`src/rtl/uart_pkg.sv`:
```
// Shared 8N1 UART constants, state encoding and baud-divider helpers.
// The transmitter can use the same definitions.
package uart_pkg;

   localparam int DATA_BITS = 8;
   localparam int STOP_IDX  = 9;

   typedef enum logic [2:0] {
      IDLE,
      START,
      DATA,
      STOP,
      WAIT_IDLE
   } rx_state_e;

   function automatic int baud_cnt_max(input int clk_freq, input int uart_bps);
      return clk_freq / uart_bps;
   endfunction

   // Centre of a bit period, in baud_cnt ticks
   function automatic int mid_point(input int cnt_max);
      return cnt_max / 2;
   endfunction

endpackage

```
`src/rtl/uart_rx_sync.sv`:
```
// Three-flop synchroniser for the asynchronous rx pin plus falling-edge detect.
// Flops reset to 1 so an idle-high line produces no edge after reset.
module uart_rx_sync (
   input  logic sys_clk,
   input  logic sys_rst_n,
   input  logic rx,
   output logic s2,
   output logic fall_edge
);

   logic s1;
   logic s3;

   always_ff @(posedge sys_clk or negedge sys_rst_n) begin
      if (!sys_rst_n) begin
         s1 <= 1'b1;
         s2 <= 1'b1;
         s3 <= 1'b1;
      end else begin
         s1 <= rx;
         s2 <= s1;
         s3 <= s2;
      end
   end

   assign fall_edge = !s2 && s3;

endmodule

```
`src/rtl/uart_rx_core.sv`:
```
// 8N1 UART receiver: synchronised rx, 3-sample majority per bit, start-glitch
// rejection and framing-error reporting; bytes appear on po_data with po_flag.
module uart_rx_core
   import uart_pkg::*;
#(
   parameter int UART_BPS = 9600,
   parameter int CLK_FREQ = 50_000_000
) (
   input  logic       sys_clk,
   input  logic       sys_rst_n,
   input  logic       rx,
   output logic [7:0] po_data,
   output logic       po_flag,
   output logic       po_frame_err,
   output logic       rx_busy
);

   localparam int BAUD_CNT_MAX = baud_cnt_max(CLK_FREQ, UART_BPS);
   localparam int MID          = mid_point(BAUD_CNT_MAX);
   localparam int CW           = $clog2(BAUD_CNT_MAX);

   localparam logic [CW-1:0] CNT_LAST   = CW'(BAUD_CNT_MAX - 1);
   localparam logic [CW-1:0] CNT_MID_M1 = CW'(MID - 1);
   localparam logic [CW-1:0] CNT_MID    = CW'(MID);
   localparam logic [CW-1:0] CNT_MID_P1 = CW'(MID + 1);

   if (BAUD_CNT_MAX < 8) begin : g_bad_baud
      $error("uart_rx_core: CLK_FREQ/UART_BPS must be at least 8");
   end

   logic            s2;
   logic            fall_edge;
   rx_state_e       state;
   rx_state_e       next_state;
   logic [CW-1:0]   baud_cnt;
   logic [3:0]      bit_idx;
   logic [1:0]      samp;
   logic            bit_val;
   logic            at_decide;
   logic            at_wrap;
   logic [7:0]      shift_reg;
   logic            shift_en;
   logic            flag_set;
   logic            err_set;

   uart_rx_sync u_sync (
      .sys_clk   (sys_clk),
      .sys_rst_n (sys_rst_n),
      .rx        (rx),
      .s2        (s2),
      .fall_edge (fall_edge)
   );

   assign at_decide = (baud_cnt == CNT_MID_P1);
   assign at_wrap   = (baud_cnt == CNT_LAST);

   // Third vote is the live s2 on the decision edge
   assign bit_val = (samp[0] & samp[1]) | (samp[0] & s2) | (samp[1] & s2);

   always_ff @(posedge sys_clk or negedge sys_rst_n) begin
      if (!sys_rst_n) state <= IDLE;
      else            state <= next_state;
   end

   always_comb begin
      next_state = state;
      unique case (state)
         IDLE:      if (fall_edge) next_state = START;
         START: begin
            if (at_decide && bit_val) next_state = IDLE;
            else if (at_wrap)         next_state = DATA;
         end
         DATA:      if (at_wrap && bit_idx == 4'(DATA_BITS)) next_state = STOP;
         STOP:      if (at_decide) next_state = bit_val ? IDLE : WAIT_IDLE;
         WAIT_IDLE: if (s2) next_state = IDLE;
         default:   next_state = IDLE;
      endcase
   end

   always_comb begin
      rx_busy  = (state != IDLE);
      shift_en = (state == DATA) && at_decide;
      flag_set = (state == STOP) && at_decide && bit_val;
      err_set  = (state == STOP) && at_decide && !bit_val;
   end

   // Counter held at zero in IDLE so it starts from 0 on the edge leaving IDLE
   always_ff @(posedge sys_clk or negedge sys_rst_n) begin
      if (!sys_rst_n) begin
         baud_cnt <= '0;
         bit_idx  <= '0;
      end else if (state == IDLE) begin
         baud_cnt <= '0;
         bit_idx  <= '0;
      end else if (at_wrap) begin
         baud_cnt <= '0;
         bit_idx  <= bit_idx + 4'd1;
      end else begin
         baud_cnt <= baud_cnt + 1'b1;
      end
   end

   always_ff @(posedge sys_clk or negedge sys_rst_n) begin
      if (!sys_rst_n) begin
         samp <= 2'b11;
      end else begin
         if (baud_cnt == CNT_MID_M1) samp[0] <= s2;
         if (baud_cnt == CNT_MID)    samp[1] <= s2;
      end
   end

   always_ff @(posedge sys_clk or negedge sys_rst_n) begin
      if (!sys_rst_n) begin
         shift_reg    <= '0;
         po_data      <= '0;
         po_flag      <= 1'b0;
         po_frame_err <= 1'b0;
      end else begin
         if (shift_en) shift_reg <= {bit_val, shift_reg[7:1]};
         if (flag_set) po_data <= shift_reg;
         po_flag      <= flag_set;
         po_frame_err <= err_set;
      end
   end

endmodule

```
`config.mk`:
```
export PLATFORM = sky130hd
export DESIGN_NAME = uart_rx_core
export DESIGN_NICKNAME = d
export VERILOG_FILES = /design/src/rtl/uart_pkg.sv /design/src/rtl/uart_rx_sync.sv /design/src/rtl/uart_rx_core.sv
export SDC_FILE = /design/constraint.sdc
export NUM_CORES = 1
export LEC_CHECK = 0
export ABC_AREA = 1
export CORE_UTILIZATION = 29
export CTS_BUF_LIST = sky130_fd_sc_hd__clkbuf_4
export DETAILED_ROUTE_END_ITERATION = 10
export GPL_TIMING_DRIVEN = 1
export HOLD_SLACK_MARGIN = 0.05
export SLEW_MARGIN = 10
export SYNTH_ARGS = -nofsm -noshare
export SYNTH_HDL_FRONTEND = slang
export SYNTH_SLANG_ARGS = --single-unit
```
`constraint.sdc`:
```
create_clock -name sys_clk -period 3.15 [get_ports sys_clk]
set_clock_uncertainty 0.05 [all_clocks]
set_input_delay 0.63 -clock sys_clk [delete_from_list [all_inputs] [get_ports sys_clk]]
set_output_delay 0.63 -clock sys_clk [all_outputs]
set_load 0.01 [all_outputs]
```
==> results.sh, run 1 <==
export IMPL_status="completed"
export IMPL_synthSimpleGateAreaFrac=0.286
export IMPL_start_util=0.302
export IMPL_place_area_um2=2420
export IMPL_nets=263
export IMPL_totalWireLength_um=3790
export IMPL_rows=31
export IMPL_dp_hpwl_um=2790
export IMPL_multi_input_area_um2=957
export IMPL_clock_latency_ns=0.36
export IMPL_max_freq_ghz=0.388
export IMPL_numCtsBuffers=5
export IMPL_rsz0062_at_grt="no"
export IMPL_numPortBuffers=13
export IMPL_grt_use_met3=0.0222
export IMPL_hold_violations=0
export IMPL_first_iter_violations=73
export IMPL_cp_top_family="buffers and inverters"
export IMPL_slew_headroom=0.383
export IMPL_drc=0
export IMPL_largest_register_ffs=13
export IMPL_synth_main_ff_cell="dfrtp_1"
export IMPL_grt_usage=0.111
export IMPL_clk_pin_slew_ns=0.12
export IMPL_grt_pass1_vias=1459
export IMPL_synth_nets=246
export IMPL_required_ns=2.47
export IMPL_slew_violations=0
export IMPL_place_congestion=0.862
export IMPL_dieHeight_um=89.4
export IMPL_path_class="reg2out"
export IMPL_worst_pin_slew_ns=0.926
export IMPL_layout_drive_gt1_share=0.234
export IMPL_grt_max_degree=44
export IMPL_diodes=0
export IMPL_stdcell_count=355
export IMPL_hold_buffers=0
export IMPL_fin_area_um2=2480
export IMPL_layout_commonest_cell="nand2_1"
export IMPL_worstPathArrival_ns=1.90
export IMPL_num_vias=1553
export IMPL_path_buf_inv=2
export IMPL_vdd_drop_max_v=0.000364
export IMPL_synthArstFlopShare=1.00
export IMPL_via_per_inst=4.37
export IMPL_antenna_found_initial=0
export IMPL_mostFrequentLayoutCells="nand2_1 (40), dfrtp_1 (38), inv_1 (24)"
export IMPL_wire_per_inst_um=10.7
export IMPL_grt_busiest_layer="met2"
export IMPL_finalCriticalPeriod_ns=2.58
export IMPL_gr_usage_met2=0.176
export IMPL_synth_area_um2=2220
export IMPL_cts_htree_levels=2
export IMPL_p_total_mw=1.42
export IMPL_dieArea_um2=8000
export IMPL_setup_violations=0
export IMPL_path_cells="or2_1, nor2_2, inv_2, clkdlybuf4s50_1"
export IMPL_power_density_nw_per_um2=573
export IMPL_num_io_pins=14
export IMPL_synth_enable_flop_cells=0
export IMPL_cts_max_path_buffers=2
export IMPL_critPathMaxStageDelay_ns=0.49
export IMPL_yosys_warnings=0
export IMPL_grt_pass1_wl_um=6730
export IMPL_cp_max_fo=6
export IMPL_synth_avg_cell_area_um2=9.32
export IMPL_cts_root_buf="clkbuf_4"
export IMPL_cts_tree="built"
export IMPL_ctsResizeCount=0
export IMPL_clock_sinks=43
export IMPL_end_kind="output port"
export IMPL_drv_cap=0
export IMPL_critPathLaunchType="flip-flop"
export IMPL_timing_hold_ws_ns=0.314
export IMPL_synth_adder_area_share=0.0282
export IMPL_grt_remaining_overflow=0
export IMPL_fillers=767
export IMPL_period_share=0.819
export IMPL_dr_pass1_iters=4
export IMPL_synthMuxAreaShare=0
export IMPL_area_growth_pct=11.7
export IMPL_synth_distinct_cells=33
export IMPL_dp_cells=347
export IMPL_synth_compound_area_frac=0.0942
export IMPL_postCtsSetupRepairBufs=0
export IMPL_synth_cells=238
export IMPL_drt_antenna_violating_nets=0
export IMPL_p_leak_nw=1.11
export IMPL_grt_met1_usage=0.149
export IMPL_die_w_um=89.4
export IMPL_core_area_um2=7330
export IMPL_worst_path_max_delay_cell="clkdlybuf4s50_1"
export IMPL_synth_xor_area_frac=0.0237
export IMPL_synth_top_family_by_area="simple AND/OR/NAND/NOR gates"
export IMPL_hold_class="reg2reg"
export IMPL_seq_area_frac_synth=0.488
export IMPL_fin_tns_setup_ns=0
export IMPL_synth_seq_cells=43
export IMPL_regArea_um2=1080
## routing by layer
metal  vias up  wire (um)
met5         -          0
met4         0         78
met3         6        133
met2        27       1710
met1       718       1870
li1        802          -
## worst register-to-register path: cells and delay by family, from the launching register on
kind / cells / cell delay [ns]
buffers and inverters: 1 / 0.14
and+or+nand+nor: 4 / 0.76
DFF: 1 / 0.41
AOI/OAI and AO/OA: 1 / 0.06
adders and majority gates: 1 / 0.20
## path summary, 6_finish.rpt
check	start	to	slack (ns)	cells after the start
hold / removal	u_sync.s1$_DFF_PN1_	u_sync.s2$_DFF_PN1_	0.31	0
min in group asynchronous	sys_rst_n	baud_cnt[9]$_DFF_PN0_	0.33	1
max in group asynchronous	sys_rst_n	po_data[1]$_DFFE_PN0P_	2.13	1
setup reg to reg	baud_cnt[1]$_DFF_PN0_	po_data[1]$_DFFE_PN0P_	1.42	7
setup / recovery	state[2]$_DFFE_PN0P_	rx_busy	0.57	4
hold reg to reg	u_sync.s1$_DFF_PN1_	u_sync.s2$_DFF_PN1_	0.31	0
## metrics by stage
step	utilization	worst slack, ns
after floorplan	-	1.54
after global placement	0.330	0.986
after detailed placement	0.330	0.987
after CTS	0.338	0.567
after global routing	0.338	0.461
final	0.338	0.571
## cell type report
| cell class | count | share of cell area |
|---|---|---|
| Sequential cell | 43 | 0.437 |
| Multi-Input combinational cell | 157 | 0.386 |
| Inverter | 35 | 0.0530 |
| Timing Repair Buffer | 13 | 0.0505 |
| Tap cell | 99 | 0.0500 |
| Clock buffer | 6 | 0.0182 |
| Clock inverter | 2 | 0.00505 |
## cells in the mapped netlist (3+ instances only)
| master | instances | area share |
|---|---|---|
| xor2_1 | 5 | 0.020 |
| nor3_1 | 6 | 0.014 |
| nand3_1 | 15 | 0.034 |
| ha_1 | 5 | 0.028 |
| dfstp_2 | 5 | 0.059 |
| inv_1 | 24 | 0.041 |
| nand2_2 | 6 | 0.017 |
| nand4_1 | 5 | 0.014 |
| nor2_1 | 19 | 0.032 |
| dfrtp_1 | 38 | 0.43 |
| a21oi_1 | 4 | 0.0090 |
| nand2_4 | 3 | 0.015 |
| nor2_2 | 6 | 0.017 |
| inv_2 | 11 | 0.019 |
| nand2_1 | 40 | 0.068 |
| o21ai_1 | 8 | 0.018 |
| o21ai_0 | 9 | 0.020 |
| nand3b_1 | 3 | 0.010 |
| o21ai_2 | 10 | 0.040 |
## cells by family (layout without fill, tap and decap cells)
family,Yosys count,count (layout)
and+or+nand+nor,114,114
DFF,43,43
buffers and inverters,38,56
AOI/OAI and AO/OA,32,32
xor gates and xnor gates,6,6
adders and majority gates,5,5
## where the power goes
part	switching, mW	total, mW	internal (mW)
logic	0.316	0.473	0.157
registers	0.0609	0.671	0.610
clock network	0.180	0.275	0.0949
Note: power is estimated with default switching activity, not from simulation.
==> run 2, diff against run 1 <==
==> constraint.sdc (replaced) <==
create_clock -name sys_clk -period 2.4 [get_ports sys_clk]
set_clock_uncertainty 0.05 [all_clocks]
set_input_delay 0.48 -clock sys_clk [delete_from_list [all_inputs] [get_ports sys_clk]]
set_output_delay 0.48 -clock sys_clk [all_outputs]
set_load 0.01 [all_outputs]
==> run 2 against run 1 <==
Effect of this change:
- sequential power up 31%
- sequential cell count unchanged
- global-route usage down 0.19 points
- cell count up 0.56%
- largest cell class unchanged
- clock power up 32%
- non-clock buffer count up 2
- critical endpoint unchanged
- highest routed layer unchanged
- critical path type unchanged
- combinational power up 31%
- worst hold slack worse by 0.19 ns
==> results.sh, run 2 (same netlist as run 1, synthesis figures left out) <==
export IMPL_pwr_share_clk=0.195
export IMPL_drv_cap=0
export IMPL_dieArea_um2=8000
export IMPL_drt_antenna_violating_nets=0
export IMPL_grt_max_degree=44
export IMPL_setup_violations=0
export IMPL_num_vias=1541
export IMPL_worstPathArrival_ns=1.72
export IMPL_totalWireLength_um=3750
export IMPL_cp_max_fo=4
export IMPL_grt_pass1_vias=1452
export IMPL_num_io_pins=14
export IMPL_drc=0
export IMPL_postCtsSetupRepairBufs=0
export IMPL_via_per_inst=4.32
export IMPL_cts_htree_levels=2
export IMPL_layout_drive_gt1_share=0.240
export IMPL_fillers=748
export IMPL_diodes=0
export IMPL_hold_class="in2async"
export IMPL_rsz0062_at_grt="no"
export IMPL_hold_buffers=0
export IMPL_dieHeight_um=89.4
export IMPL_hold_violations=0
export IMPL_slew_violations=0
export IMPL_area_growth_pct=12.4
export IMPL_finalCriticalPeriod_ns=2.25
export IMPL_cts_max_path_buffers=2
export IMPL_pwr_share_comb=0.333
export IMPL_dp_hpwl_um=2830
export IMPL_grt_met1_usage=0.142
export IMPL_switchingPower_mw=0.716
export IMPL_utilization=0.340
export IMPL_p_leak_nw=1.12
export IMPL_rows=31
export IMPL_die_w_um=89.4
export IMPL_grt_remaining_overflow=0
export IMPL_fin_tns_setup_ns=0
export IMPL_end_kind="output port"
export IMPL_r2r_cells=7
export IMPL_largest_register_ffs=13
export IMPL_layout_commonest_cell="nand2_1"
export IMPL_clock_latency_ns=0.35
export IMPL_worst_pin_slew_ns=0.527
export IMPL_core_area_um2=7330
export IMPL_path_class="reg2out"
export IMPL_status="completed"
export IMPL_place_congestion=0.822
export IMPL_cts_tree="built"
export IMPL_vdd_drop_max_v=0.000609
export IMPL_start_util=0.302
export IMPL_nets=265
export IMPL_grt_use_met3=0.0222
export IMPL_ctsResizeCount=0
export IMPL_required_ns=1.87
export IMPL_p_sw_frac=0.385
export IMPL_antenna_found_initial=0
export IMPL_mostFrequentLayoutCells="nand2_1 (40), dfrtp_1 (38), inv_1 (24)"
export IMPL_numCtsBuffers=5
export IMPL_max_freq_ghz=0.445
export IMPL_gr_usage_met2=0.177
export IMPL_power_internal_mw=1.14
export IMPL_slew_headroom=0.649
export IMPL_first_iter_violations=54
export IMPL_wire_per_inst_um=10.5
export IMPL_cts_root_buf="clkbuf_4"
export IMPL_grt_busiest_layer="met2"
export IMPL_numPortBuffers=13
export IMPL_critPathLaunchType="flip-flop"
export IMPL_seqPwrFrac=0.472
export IMPL_grt_pass1_wl_um=6670
export IMPL_clk_pin_slew_ns=0.13
export IMPL_dr_pass1_iters=4
export IMPL_power_density_nw_per_um2=747
export IMPL_clock_sinks=43
export IMPL_grt_usage=0.109
export IMPL_period_share=0.936
==> run 2: cell count changes in the layout (fill, tap and decap cells not counted) <==
cell | previous run | this run
buf_4 | 0 | 2
==> run 2: metrics by stage <==
stage               cells  setup WS, ns  hold WS (ns)  power, mW  area, um2
global route          357        0.0402         0.155       2.03       2490
CTS                   357         0.117         0.143       1.89       2490
finish                357         0.153         0.123       1.86       2490
detailed placement    349         0.532         0.297       1.52       2430
floorplan             238         0.883         0.134       1.39       2220
global placement      349         0.535         0.296       1.52       2430
==> run 2: layout make-up <==
type / instances / area (um2) / share of cell area
Tap cell: 99 / 124 / 0.0497
Multi-Input combinational cell: 157 / 957 / 0.384
Clock buffer: 6 / 45.0 / 0.0181
Sequential cell: 43 / 1080 / 0.434
Clock inverter: 2 / 12.5 / 0.00502
Inverter: 35 / 131 / 0.0527
Timing Repair Buffer: 15 / 140 / 0.0562
==> run 2: worst max-delay path: stages (launching register included) <==
cell             delay (ns)
dfrtp_1                0.45
or2_1                  0.26
nor2_2                 0.12
inv_2                  0.07
clkdlybuf4s50_1        0.48
==> run 2: power groups by stage <==
| stage | combinational, mW | sequential, mW | clock [mW] |
|---|---|---|---|
| global placement | 0.626 | 0.890 | 0 |
| global route | 0.722 | 0.892 | 0.411 |
| detailed placement | 0.629 | 0.893 | 0 |
| CTS | 0.633 | 0.880 | 0.381 |
| finish | 0.620 | 0.878 | 0.362 |
| floorplan | 0.514 | 0.878 | 0 |
==> run 2: final timing paths <==
| kind | startpoint | end | slack (ns) |
|---|---|---|---|
| setup reg to reg | baud_cnt[1]$_DFF_PN0_ | po_data[7]$_DFFE_PN0P_ | 0.73 |
| setup / recovery | state[2]$_DFFE_PN0P_ | rx_busy | 0.15 |
| hold reg to reg | u_sync.s1$_DFF_PN1_ | u_sync.s2$_DFF_PN1_ | 0.31 |
| max in group asynchronous | sys_rst_n | u_sync.s2$_DFF_PN1_ | 1.79 |
| hold / removal | sys_rst_n | baud_cnt[4]$_DFF_PN0_ | 0.12 |
| min in group sys_clk | u_sync.s1$_DFF_PN1_ | u_sync.s2$_DFF_PN1_ | 0.31 |
==> run 2: routing by layer <==
metal / up-vias / wire (um)
met2: 13 / 1770
met3: 5 / 60
li1: 811 / -
met1: 712 / 1850
met4: 0 / 70
met5: - / 0
==> run 3, diff against run 2 <==
--- a/config.mk
+++ b/config.mk
@@ -14,4 +14,5 @@
 export SLEW_MARGIN = 10
 export SYNTH_ARGS = -nofsm -noshare
 export SYNTH_HDL_FRONTEND = slang
+export SYNTH_HIERARCHICAL = 1
 export SYNTH_SLANG_ARGS = --single-unit
==> run 3 against run 2 <==
Effect of this change:
- cell count is 3.4% higher
- final area is 0.45% lower
- sequential power is 7.4% lower
- synthesized area is 2.3% lower
- clock power hardly changed
- clock-buffer cell count stayed put
- first-iteration DRC count is 43% higher
- highest routed layer unchanged
- worst hold slack better by 0.19 ns
- largest cell class unchanged
==> results.sh, run 3 <==
export IMPL_status="completed"
export IMPL_wire_per_inst_um=10.8
export IMPL_worst_pin_slew_ns=0.303
export IMPL_synth_seq_cells=43
export IMPL_cp_startpoint="state[0]$_DFFE_PN0P_"
export IMPL_seqPwrFrac=0.537
export IMPL_synth_area_um2=2170
export IMPL_dieHeight_um=88.4
export IMPL_area_growth_pct=14.5
export IMPL_finalCriticalPeriod_ns=2.28
export IMPL_synth_avg_cell_area_um2=8.67
export IMPL_pwr_share_comb=0.224
export IMPL_totalWireLength_um=3980
export IMPL_critPathLaunchType="flip-flop"
export IMPL_seq_area_frac_synth=0.499
export IMPL_rows=31
export IMPL_place_congestion=0.856
export IMPL_synth_nets=258
export IMPL_pre_cts_ws_ns=0.432
export IMPL_cts_htree_levels=2
export IMPL_diodes=0
export IMPL_r2r_start="baud_cnt[1]$_DFF_PN0_"
export IMPL_min_delay_start="u_sync/s1$_DFF_PN1_"
export IMPL_r2r_end="state[1]$_DFFE_PN0P_"
export IMPL_vdd_drop_max_v=0.000427
export IMPL_utilization=0.342
export IMPL_largest_register_ffs=13
export IMPL_drv_cap=0
export IMPL_synth_main_ff_cell="dfrtp_1"
export IMPL_switchingPower_mw=0.500
export IMPL_p_sw_frac=0.330
export IMPL_layout_drive_gt1_share=0.174
export IMPL_critPathMaxStageDelay_ns=0.48
export IMPL_r2r_cells=9
export IMPL_num_vias=1603
export IMPL_hold_end="u_sync/s2$_DFF_PN1_"
export IMPL_via_per_inst=4.34
export IMPL_fin_tns_setup_ns=0
export IMPL_grt_met1_usage=0.153
export IMPL_yosys_warnings=6
export IMPL_path_cells="nor2_2, inv_1, nor2_4, inv_2, clkdlybuf4s50_1"
export IMPL_dr_pass1_iters=4
export IMPL_dp_hpwl_um=2780
export IMPL_grt_busiest_layer="met2"
export IMPL_start_util=0.299
export IMPL_netlist_area_leader_share=0.439
export IMPL_synthMostInstantiatedCell="nand2_1"
export IMPL_grt_use_met3=0.0336
export IMPL_gr_usage_met2=0.167
export IMPL_fin_ws_ns=0.122
export IMPL_required_ns=1.87
export IMPL_grt_usage=0.111
export IMPL_power_density_nw_per_um2=610
export IMPL_postCtsSetupRepairBufs=0
export IMPL_rsz0062_at_grt="no"
export IMPL_synth_enable_flop_cells=0
export IMPL_hold_class="reg2reg"
export IMPL_slew_headroom=0.797
export IMPL_grt_pass1_wl_um=6620
export IMPL_p_leak_nw=1.09
export IMPL_dieArea_um2=7820
export IMPL_cts_root_buf="clkbuf_4"
export IMPL_die_w_um=88.4
export IMPL_grt_remaining_overflow=0
export IMPL_clock_latency_ns=0.35
export IMPL_core_area_um2=7250
export IMPL_synth_commonest_cells="nand2_1 (50), dfrtp_1 (38), inv_1 (31)"
export IMPL_hold_violations=0
export IMPL_num_io_pins=14
export IMPL_grt_max_degree=44
export IMPL_mostFrequentLayoutCells="nand2_1 (50), dfrtp_1 (38), inv_1 (31)"
export IMPL_clk_pin_slew_ns=0.12
export IMPL_power_internal_mw=1.01
export IMPL_slew_violations=0
export IMPL_clock_sinks=43
export IMPL_cp_max_fo=5
export IMPL_worst_path_max_delay_cell="clkdlybuf4s50_1"
export IMPL_cts_max_path_buffers=2
export IMPL_synth_distinct_cells=29
export IMPL_cts_tree="built"
export IMPL_first_iter_violations=77
export IMPL_drt_antenna_violating_nets=0
export IMPL_numCtsBuffers=5
export IMPL_setup_violations=0
export IMPL_layout_commonest_cell="nand2_1"
export IMPL_pwr_share_clk=0.239
export IMPL_max_freq_ghz=0.439
export IMPL_synthArstFlopShare=1.00
export IMPL_end_kind="output port"
export IMPL_numPortBuffers=13
export IMPL_worstPathArrival_ns=1.75
export IMPL_nets=277
export IMPL_r2r_slack_ns=0.71
export IMPL_synth_cells=250
export IMPL_antenna_found_initial=0
export IMPL_path_class="reg2out"
export IMPL_yosys_area_top_type="dfrtp_1"
export IMPL_drc=0
export IMPL_period_share=0.949
export IMPL_worstHoldPathCells=0
export IMPL_grt_pass1_vias=1472
export IMPL_yosys_top_cells_area="dfrtp_1 (44%), nand2_1 (8.7%), dfstp_2 (6.1%), inv_1 (5.4%), nand3_1 (4.6%)"
==> run 3: cell count changes after synthesis, moves of 3 or more <==
| cell | previous run | this run |
|---|---|---|
| o21ai_1 | 8 | 2 |
| inv_1 | 24 | 31 |
| nand2_2 | 6 | 3 |
| nor2_1 | 19 | 23 |
| inv_2 | 11 | 4 |
| a21oi_1 | 4 | 7 |
| nand2_1 | 40 | 50 |
| nand3_1 | 15 | 20 |
| o21ai_0 | 9 | 15 |
==> run 3: cell type report <==
cell class,instances,area [um2]
Clock buffer,6,45.0
Clock inverter,2,12.5
Fill cell,778,4770
Inverter,36,136
Multi-Input combinational cell,167,918
Sequential cell,43,1080
Tap cell,99,124
Timing Repair Buffer,16,163
==> run 3: layer usage <==
metal / part of all wire / routed length [um] / vias up
li1: - / - / 835
met1: 0.49 / 1970 / 746
met2: 0.46 / 1810 / 15
met3: 0.031 / 124 / 7
met4: 0.018 / 71 / 0
met5: 0 / 0 / -
==> run 3: cells by family after synthesis <==
family,after synthesis,share of synthesized area
AOI/OAI and AO/OA,34,0.0953
xor gates and xnor gates,6,0.0242
adders and majority gates,5,0.0289
buffers and inverters,40,0.0802
DFF,43,0.499
and+or+nand+nor,122,0.272
==> run 3: worst max-delay path by stage <==
stage                     slack (ns)  depth (start not counted)                endpoint
after global placement          0.46                          5                 rx_busy
after detailed placement        0.43                          5                 rx_busy
after global routing           0.004                          5                 rx_busy
final                           0.12                          5                 rx_busy
after floorplan                 0.90                         10  po_data[4]$_DFFE_PN0P_
after CTS                       0.01                          5                 rx_busy
==> run 3: metrics by stage <==
step | instances | cell area [um2] | total power, mW | hold WS (ns)
floorplan | 250 | 2170 | 1.06 | 0.134
CTS | 369 | 2470 | 1.52 | 0.319
global route | 369 | 2480 | 1.62 | 0.324
detailed placement | 360 | 2410 | 1.16 | 0.297
global placement | 360 | 2410 | 1.15 | 0.296
finish | 369 | 2480 | 1.51 | 0.316
==> run 3: worst max-delay path: cells and delay by family, from the launching register on <==
family	cells	cell delay, ns
buffers and inverters	3	0.65
DFF	1	0.45
and+or+nand+nor	2	0.30
==> run 3: power groups by stage <==
stage	registers, mW	clock network, mW	logic, mW
floorplan	0.817	0	0.246
global placement	0.822	0	0.327
detailed placement	0.826	0	0.333
CTS	0.813	0.375	0.336
global route	0.821	0.403	0.395
finish	0.813	0.361	0.340
==> run 3: repair_timing <==
action | 4_1_cts | 5_1_grt
setup endpoints to repair | 0 | 1
hold endpoints to repair | 38 | 0
gates resized for setup | 0 | 2
hold buffers | 1 | 0
